==> config.mk <==
export PLATFORM = sky130hd
export DESIGN_NAME = mem_dump_reader
export DESIGN_NICKNAME = d
export VERILOG_FILES = /design/src/rtl/mem_dump_reader.sv
export SDC_FILE = /design/constraint.sdc
export NUM_CORES = 1
export LEC_CHECK = 0
export CORE_MARGIN = 5
export CORE_UTILIZATION = 45
export CTS_BUF_LIST = sky130_fd_sc_hd__clkbuf_4
export CTS_CLUSTER_DIAMETER = 120
export CTS_CLUSTER_SIZE = 12
export DETAILED_ROUTE_END_ITERATION = 10
export PLACE_DENSITY = 0.83
export SYNTH_ARGS = -nofsm -noshare
export SYNTH_HDL_FRONTEND = slang
export SYNTH_SLANG_ARGS = --single-unit
==> constraint.sdc <==
create_clock -name clk -period 6.75 [get_ports clk]
set_clock_uncertainty 0.1 [all_clocks]
set_input_delay 1.0125 -clock clk [delete_from_list [all_inputs] [get_ports clk]]
set_output_delay 1.0125 -clock clk [all_outputs]
set_load 0.01 [all_outputs]
==> src/rtl/mem_dump_reader.sv <==
// Debug readback engine for the shared risc_v data/instruction memory.
// After a run it sweeps a word-aligned address window through an async-read port.
// Each word goes out as {addr,data} over a valid/ready stream, and the engine
// keeps a running checksum of the words the sink accepts.
// The core is held frozen for the whole time the engine is not idle.
module mem_dump_reader #(
  parameter int AW    = 32,
  parameter int DW    = 32,
  parameter int CNT_W = 16
) (
  input  logic             clk,
  input  logic             rst,
  input  logic             start,
  input  logic [AW-1:0]    base_addr,
  input  logic [CNT_W-1:0] word_count,
  output logic [AW-1:0]    mem_addr,
  input  logic [DW-1:0]    mem_rdata,
  output logic             core_hold,
  output logic             out_valid,
  input  logic             out_ready,
  output logic [AW-1:0]    out_addr,
  output logic [DW-1:0]    out_data,
  output logic [DW-1:0]    checksum,
  output logic             busy,
  output logic             done
);

  typedef enum logic [1:0] {
    IDLE = 2'd0,
    READ = 2'd1,
    SEND = 2'd2,
    FIN  = 2'd3
  } state_t;

  state_t state;
  state_t state_next;

  // Next word address, words still to send, and the address last presented to memory
  logic [AW-1:0]    addr;
  logic [CNT_W-1:0] remaining;
  logic [AW-1:0]    mem_addr_q;

  // State register; a reset drops any dump in progress immediately
  always_ff @(posedge clk or posedge rst) begin
    if (rst) begin
      state <= IDLE;
    end else begin
      state <= state_next;
    end
  end

  // Next-state and status decode; SEND leaves only on an accepted word, and the final word goes to FIN
  always_comb begin
    state_next = state;
    out_valid  = 1'b0;
    done       = 1'b0;
    busy       = (state != IDLE);
    core_hold  = (state != IDLE);
    mem_addr   = mem_addr_q;
    case (state)
      IDLE: begin
        if (start) begin
          state_next = (word_count == '0) ? FIN : READ;
        end
      end
      READ: begin
        mem_addr   = addr;
        state_next = SEND;
      end
      SEND: begin
        out_valid = 1'b1;
        if (out_ready) begin
          state_next = (remaining == CNT_W'(1)) ? FIN : READ;
        end
      end
      FIN: begin
        done       = 1'b1;
        state_next = IDLE;
      end
      default: begin
        state_next = IDLE;
      end
    endcase
  end

  // Datapath: latch the window on start, capture the read word, and advance on each accepted transfer
  always_ff @(posedge clk or posedge rst) begin
    if (rst) begin
      addr       <= '0;
      remaining  <= '0;
      mem_addr_q <= '0;
      out_addr   <= '0;
      out_data   <= '0;
      checksum   <= '0;
    end else begin
      case (state)
        IDLE: begin
          if (start) begin
            addr      <= base_addr & ~AW'(3);
            remaining <= word_count;
            checksum  <= '0;
          end
        end
        READ: begin
          mem_addr_q <= addr;
          out_addr   <= addr;
          out_data   <= mem_rdata;
        end
        SEND: begin
          if (out_ready) begin
            checksum  <= checksum + out_data;
            addr      <= addr + AW'(4);
            remaining <= remaining - CNT_W'(1);
          end
        end
        default: begin
        end
      endcase
    end
  end

endmodule

==> results.json, run 1 <==
{
  "final_util_pct": 59.2,
  "setup_viol": 0,
  "path_clk_slew_ns": 0.16,
  "drv_cap": 0,
  "ios": 216,
  "synth.most_common_cell": "nand2_1",
  "grt_usage_pct": 22.5,
  "critPathBufInv": 3,
  "multi_input_area_um2": 4340,
  "pre_cts_slack_ns": 2.94,
  "cp.arrival_ns": 3.31,
  "vias": 8282,
  "drt_first_pass_iters": 5,
  "seqCellArea_um2": 4360,
  "initial_core_util_pct": 45.9,
  "clk_latency_ns": 0.57,
  "drt_wl_total_um": 25300,
  "io_buffers": 211,
  "postCtsSetupBuffers": 0,
  "gp_congestion": 0.898,
  "p_leak_nw": 5.26,
  "core-area_um2": 19500,
  "fmax_mhz": 226,
  "netlist-cell-type-count": 59,
  "drc": 0,
  "postRouteAntennaNets": 0,
  "fillers": 1715,
  "grt_start_max_net_pins": 99,
  "cp.required_ns": 5.64,
  "endpoint_kind": "output port",
  "tightest_slew_ns": 1.12,
  "grt_pass1_wl_um": 41200,
  "die-area_um2": 22800,
  "final_layout_size_suffix_gt1_share_pct": 4.49,
  "cts_hold_buf": 0,
  "crit_family": "buffers and inverters",
  "cts_tree": "built",
  "synth_area_leaders": "dfrtp_1 (49%), nand2_1 (13%), a21oi_1 (6.1%)",
  "synth_top_family_by_area": "simple AND/OR/NAND/NOR gates",
  "status": "finished clean",
  "ys_ff_latch": 174,
  "netlist.area_leader.share_pct": 48.6,
  "synthFlopType": "dfrtp_1",
  "synth_cells": 1051,
  "dp.final_hpwl_um": 18100,
  "grt_pass1_vias": 8150,
  "die_x_um": 151,
  "synth_edf_count": 0,
  "h-tree-depth": 4,
  "cts.path.max_buffers": 2,
  "cts.repair.resized": 0,
  "synth-simple-area-share_pct": 22.4,
  "maxSlewViolCount": 0,
  "yosysWarnings": 0,
  "start_kind": "register",
  "viasPerCell": 5.47,
  "clock_sinks": 174,
  "hp-class": "reg -> reg",
  "dpl.cell_count": 1479,
  "syn_avg_cell_area_um2": 8.53,
  "slowest_stage": "nor2b_4",
  "areaGrowthSynthToFinish_pct": 29.0,
  "wire_per_inst_um": 16.7,
  "rsz0062_at_grt": "no",
  "cpPeakStageDelay_ns": 0.65,
  "async_reset_ff_share_pct": 100,
  "die_h_um": 151,
  "slew_headroom_pct": 25.4,
  "drt-initial-drc-count": 569,
  "antenna_found_initial": 1,
  "grt_overflow_total": 0,
  "timing.final.crit_share_pct": 65.6,
  "synth_compound_area_share_pct": 18.1,
  "tns_ns": 0,
  "ys_seq_area_share_pct": 48.6,
  "p_per_area_nw_per_um2": 520,
  "yosysTopAreaCell": "dfrtp_1",
  "ir_drop_mv": 0.299,
  "fin_crit_ns": 4.43,
  "fin_ws_ns": 2.32,
  "final_cells": 1513,
  "synth.mux.area_fraction_pct": 0.112,
  "cp_cell_sequence": "buf_4, nor2b_4, buf_4, nand2_1, nand2_1, clkdlybuf4s50_1",
  "hold_viol": 0,
  "num_rows": 51,
  "crit_type": "reg -> out",
  "root_buffer": "clkbuf_4",
  "synthAdderAreaFrac_pct": 4.97,
  "final_net_count": 1352,
  "syn_area_um2": 8960,
  "cts_buffers": 17,
  "synth-xor-area-share_pct": 2.64,
  "synth_common_cells": "nand2_1 (321), dfrtp_1 (174), a21oi_1 (109)",
  "path_max_fanout": 69,
  "r2r_slack_ns": 3.14
}
routing by layer:
metal	routed length, um	global-route usage [%]	vias up
li1	-	-	3995
met1	10500	28.1	3975
met2	11800	36.3	268
met3	2370	8.71	44
met4	655	6.53	0
met5	0	0	-
cell type report:
class | instances | area share (%)
sequential | 174 | 37.7
clock buffer | 17 | 1.10
timing repair buffer | 217 | 18.7
clock inverter | 15 | 1.48
multi-input combinational | 805 | 37.6
inverter | 18 | 0.628
tap | 265 | 2.87
antenna | 2 | 0.0433
registers in the layout, summed over array words and instances (netlist names):
register and cells:
checksum 32, mem_addr_q 32, addr 30, out_addr 30, out_data 32, state 2, remaining 16
tightest hold or removal path: cells and delay by family, from the launching register on:
family        cells  cell delay [ns]
simple gates      2             0.11
flops             1             0.35
report_power, final:
part / internal (W) / switching [W] / leakage (nW) / total [W]
Combinational: 0.00156 / 0.00185 / 3.00 / 0.00342
Clock: 0.000203 / 0.000421 / 0.157 / 0.000624
Sequential: 0.00154 / 0.000426 / 2.10 / 0.00197
stage by stage:
step | area (um^2) | hold WS (ns) | total power (W)
final | 11600 | 0.393 | 0.00601
after global routing | 11600 | 0.426 | 0.00653
after CTS | 11600 | 0.396 | 0.00604
after detailed placement | 11300 | 0.357 | 0.00539
after global placement | 11300 | 0.353 | 0.00528
after floorplan | 8970 | 0.381 | 0.00397
kinds of logic after synthesis:
| kind of cell | count (synthesis) |
|---|---|
| DFF | 174 |
| adders and majority gates | 35 |
| other | 1 |
| AOI/OAI and AO/OA | 274 |
| and+or+nand+nor | 466 |
| muxes | 1 |
| buffers and inverters | 73 |
| xor gates and xnor gates | 27 |
cells in the final DEF (no fill, tap or decap), drive strengths merged, types with 14 or more instances in the layout:
master         synthesis  layout
a21oi                109     109
xor2                  14      14
o22ai                 27      27
ha                    34      34
nand2                322     322
clkbuf                49      17
o21ai                 78      78
nand3                 27      27
clkdlybuf4s50          0     211
inv                   18      26
a21o                  18      18
nor2                  40      40
dfrtp                174     174
path summary, 6_finish.rpt:
| kind | startpoint | to | cells past startpoint |
|---|---|---|---|
| worst max-delay path | state[1] | mem_addr[29] | 6 |
| worst min-delay path | mem_addr_q[3] | mem_addr_q[3] | 2 |
| worst max register to register | state[0] | checksum[30] | 5 |
| worst min register to register | mem_addr_q[3] | mem_addr_q[3] | 2 |
| max in group asynchronous | rst | checksum[27] | 3 |
| min in group asynchronous | rst | out_data[21] | 2 |
No activity file was read; power rests on OpenSTA's default activity.
==> inputs of run 2 (changes only) <==
- PLACE_DENSITY: 0.83 -> 0.85
- clock period: 6.75 -> 3.95 ns (I/O delays scaled with it)
==> run 2 against run 1 <==
Effect of this change:
- critical path depth shrank 2
- via count increased by 0.59%
- final area increased by 0.79%
- clock power increased by 89%
- cell count rose by 0.20%
- global-route usage down 0.21 points
- worst setup slack got worse by 1.8 ns
- critical path type unchanged
- largest cell class unchanged
- highest routed layer is now met5
==> results.json, run 2 (synthesized netlist as in run 1, its figures left out) <==
{
  "p_leak_nw": 5.30,
  "maxSlewViolCount": 0,
  "final_cell_mix": "nand2_1 (321), clkdlybuf4s50_1 (211), dfrtp_1 (173)",
  "io_buffers": 211,
  "tightest_slew_ns": 0.970,
  "timing.final.crit_share_pct": 88.0,
  "slew_headroom_pct": 35.3,
  "layout_commonest_cell": "nand2_1",
  "grt_use_met2_pct": 35.6,
  "fillers": 1682,
  "reg2reg_from": "out_data[0]",
  "areaGrowthSynthToFinish_pct": 30.0,
  "grt_overflow_total": 0,
  "met3_usage_pct": 7.84,
  "hold_path_depth": 2,
  "root_buffer": "clkbuf_4",
  "top_regs": "checksum: 32 flops, mem_addr_q: 32 flops, out_data: 32 flops",
  "status": "finished clean",
  "r2r_cells": 12,
  "whs_ns": 0.390,
  "h-tree-depth": 4,
  "cts_hold_buf": 0,
  "drc": 0,
  "setup_viol": 0,
  "gr-max-usage-layer": "met2",
  "r2r_slack_ns": 0.52,
  "drt_first_pass_iters": 6,
  "fmax_mhz": 288,
  "globalRouteMet1Util_pct": 28.8,
  "final_layout_size_suffix_gt1_share_pct": 4.80,
  "grt_start_max_net_pins": 175,
  "dpl.cell_count": 1483,
  "clk_latency_ns": 0.60,
  "endpoint_kind": "output port",
  "drv_cap": 0,
  "path_max_fanout": 33,
  "die-area_um2": 22800,
  "hold_viol": 0,
  "clock_sinks": 174,
  "r2r-end": "checksum[28]",
  "fin_total_pwr_w": 0.0104,
  "start_kind": "register",
  "antenna_found_initial": 2,
  "initial_core_util_pct": 45.9,
  "postCtsSetupBuffers": 0,
  "viasPerCell": 5.50,
  "vias": 8331,
  "fin_crit_ns": 3.48,
  "ios": 216,
  "p_per_area_nw_per_um2": 894,
  "final_net_count": 1356,
  "ir_drop_mv": 0.461,
  "grt_usage_pct": 22.3,
  "postRouteAntennaNets": 0,
  "wire_per_inst_um": 16.6,
  "cts.repair.resized": 0,
  "path_clk_slew_ns": 0.16,
  "hp-class": "reg -> reg",
  "grt_pass1_wl_um": 41000,
  "drt-initial-drc-count": 572,
  "dp.final_hpwl_um": 18000,
  "cts.path.max_buffers": 2,
  "core-area_um2": 19500,
  "cts_tree": "built",
  "cp.arrival_ns": 2.78,
  "die_x_um": 151,
  "die_h_um": 151,
  "grt_pass1_vias": 8193,
  "drt_wl_total_um": 25200,
  "tns_ns": 0,
  "min-delay-start": "mem_addr_q[2]",
  "crit_type": "reg -> out",
  "num_rows": 51,
  "gp_congestion": 0.877,
  "final_cells": 1516,
  "rsz0062_at_grt": "no",
  "min_delay_worst_endpoint": "mem_addr_q[2]",
  "cp.required_ns": 3.26,
  "cts_buffers": 17
}
-- run 2: power by group --
part	switching [W]	total (W)	internal, W
Combinational	0.00317	0.00587	0.00270
Clock	0.000750	0.00118	0.000425
Sequential	0.000730	0.00337	0.00264
Total	0.00465	0.0104	0.00577
-- run 2: stage by stage --
| stage | utilization [%] | worst slack, ns | instance area [um^2] |
|---|---|---|---|
| detailed placement | 57.9 | 0.562 | 11300 |
| global placement | 57.9 | 0.655 | 11300 |
| CTS | 59.7 | 0.395 | 11700 |
| finish | 59.7 | 0.475 | 11700 |
| global route | 59.7 | 0.263 | 11700 |
| floorplan | - | 0.988 | 8970 |
-- run 2: worst max-delay path, cell delays in order, from the launching register on --
cell and delay, ns:
dfrtp_1 0.55, nor2b_4 0.77, nand2_1 0.19, nand2_1 0.13, clkdlybuf4s50_1 0.56
-- run 2: layout make-up --
class | instances | area [um^2] | share of cell area, %
clock buffers | 17 | 128 | 1.10
well taps | 265 | 332 | 2.84
flip-flops and latches | 174 | 4360 | 37.4
repair buffers | 221 | 2210 | 19.0
inverters | 18 | 71.3 | 0.612
diodes | 1 | 2.50 | 0.0215
multi-input cells | 805 | 4340 | 37.3
clock inverters | 15 | 211 | 1.81
-- run 2: routing by layer --
metal | vias up | share of wire (%) | wire length [um]
met4 | 2 | 2.1 | 531
met2 | 318 | 46 | 11600
met5 | - | 0.044 | 11
met3 | 35 | 9.9 | 2490
li1 | 3998 | - | -
met1 | 3978 | 42 | 10500
-- run 2: worst max-delay path by stage --
stage / start / endpoint / slack, ns / depth (start not counted)
final: state[0] / mem_addr[6] / 0.47 / 4
after global routing: state[0] / mem_addr[6] / 0.26 / 4
after CTS: state[0] / mem_addr[6] / 0.39 / 4
after detailed placement: out_data[0] / checksum[28] / 0.56 / 12
after global placement: out_data[0] / checksum[28] / 0.65 / 12
after floorplan: out_data[0] / checksum[28] / 0.99 / 12
==> inputs of run 3 (changes only) <==
- CORE_MARGIN: 5 -> 2
- RECOVER_POWER: default -> 25
==> run 3 against run 2 <==
Effect of this change:
- the run now ends with max-capacitance violations, max-slew violations left
- sequential share of layout area rose by 0.14 points
- die area fell by 7.8%
- sequential power rose by 1%
- first-iteration DRC count fell by 0.17%
- combinational power barely moved
- final area fell by 0.39%
- wire length barely moved
==> results.json, run 3 (synthesized netlist as in run 1, its figures left out) <==
{
  "cp.arrival_ns": 2.80,
  "start_kind": "register",
  "ir_drop_mv": 0.516,
  "tightest_slew_ns": 1.75,
  "core-area_um2": 19500,
  "p_leak_nw": 5.29,
  "wire_per_inst_um": 16.6,
  "fin_crit_ns": 3.49,
  "h-tree-depth": 4,
  "multi_input_area_um2": 4350,
  "die_x_um": 145,
  "fillers": 1720,
  "cp.required_ns": 3.26,
  "grt_pass1_wl_um": 41500,
  "tns_ns": 0,
  "drt-initial-drc-count": 571,
  "crit_type": "reg -> out",
  "postRouteAntennaNets": 0,
  "drv_cap": 1,
  "io_buffers": 211,
  "seqCellArea_um2": 4360,
  "status": "finished with violations",
  "top_regs": "checksum: 32 flops, mem_addr_q: 32 flops, out_data: 32 flops",
  "hp-class": "reg -> reg",
  "final_cell_mix": "nand2_1 (321), clkdlybuf4s50_1 (210), dfrtp_1 (173)",
  "num_rows": 51,
  "antenna_found_initial": 1,
  "grt_pass1_vias": 8238,
  "grt_start_max_net_pins": 94,
  "maxSlewViolCount": 70,
  "vias": 8269,
  "areaGrowthSynthToFinish_pct": 29.5,
  "slew_headroom_pct": -16.4,
  "timing.final.crit_share_pct": 88.4,
  "fin_ws_ns": 0.460,
  "endpoint_kind": "output port",
  "path_clk_slew_ns": 0.16,
  "rsz0062_at_grt": "no",
  "drt_first_pass_iters": 5,
  "hold_viol": 0,
  "clock_sinks": 174,
  "cts.path.max_buffers": 2,
  "pre_cts_slack_ns": 0.635,
  "final_net_count": 1358,
  "die_h_um": 145,
  "cts_tree": "built",
  "layout_commonest_cell": "nand2_1",
  "viasPerCell": 5.44,
  "drc": 0,
  "die-area_um2": 21100,
  "grt_overflow_total": 0,
  "clk_latency_ns": 0.62,
  "final_layout_size_suffix_gt1_share_pct": 4.95,
  "gp_congestion": 0.888,
  "initial_core_util_pct": 45.9,
  "setup_viol": 0,
  "violations": "max-capacitance violations, max-slew violations",
  "drt_wl_total_um": 25200,
  "path_max_fanout": 33,
  "dp.final_hpwl_um": 17600,
  "cts_buffers": 17,
  "fmax_mhz": 287,
  "p_per_area_nw_per_um2": 888,
  "grt_usage_pct": 23.9,
  "root_buffer": "clkbuf_4",
  "ios": 216
}
## run 3: critical path, stage by stage, from the launching register on
cell and delay (ns):
dfrtp_2 0.62, nor2b_4 0.70, nand2_1 0.21, nand2_1 0.12
clkdlybuf4s50_1 0.55
## run 3: through the flow
| stage | total power (W) | hold slack, ns | utilization (%) | std cells | instance area [um^2] |
|---|---|---|---|---|---|
| after floorplan | 0.00679 | 0.381 | - | 1052 | 8970 |
| after global placement | 0.00901 | 0.352 | 58.0 | 1484 | 11300 |
| after detailed placement | 0.00923 | 0.358 | 58.0 | 1484 | 11300 |
| after CTS | 0.0103 | 0.283 | 59.5 | 1516 | 11600 |
| after global routing | 0.0112 | 0.373 | 59.5 | 1519 | 11600 |
| final | 0.0103 | 0.391 | 59.5 | 1519 | 11600 |
## run 3: worst paths after layout
check                                      end            from  cells past startpoint  slack, ns
worst max-delay path              mem_addr[27]        state[1]                      4       0.46
worst min-delay path            mem_addr_q[30]  mem_addr_q[30]                      2       0.39
worst max register to register    checksum[28]     checksum[0]                     12       0.58
worst min register to register  mem_addr_q[30]  mem_addr_q[30]                      2       0.39
max in group asynchronous          out_data[5]             rst                      3       0.89
min in group asynchronous       mem_addr_q[19]             rst                      2       0.59
## run 3: per-layer routing
metal / GRT usage [%] / vias up / wire, um
met4: 7.25 / 0 / 493
met1: 30.6 / 3923 / 10800
met3: 7.45 / 38 / 2030
li1: - / 4004 / -
met2: 39.1 / 304 / 11800
met5: 0 / - / 0
## run 3: what timing repair did
item                                    4_1_cts  5_1_grt
resized for setup                             0        0
endpoints found under the hold margin         0        0
endpoints found under the setup margin        0       15
buffers inserted                              0        0
hold buffers                                  0        0
## run 3: cell type report
cell class / instances / share of cell area, %
multi-input combinational: 806 / 37.5
sequential: 174 / 37.5
tap: 265 / 2.86
clock inverter: 15 / 1.42
clock buffer: 17 / 1.10
timing repair buffer: 222 / 19.0
inverter: 18 / 0.593
antenna: 2 / 0.0431
## run 3: where the power goes
part / leakage, nW / internal, W / switching, W
sequential: 2.10 / 0.00264 / 0.000776
clock: 0.161 / 0.000298 / 0.000752
combinational: 3.02 / 0.00270 / 0.00315
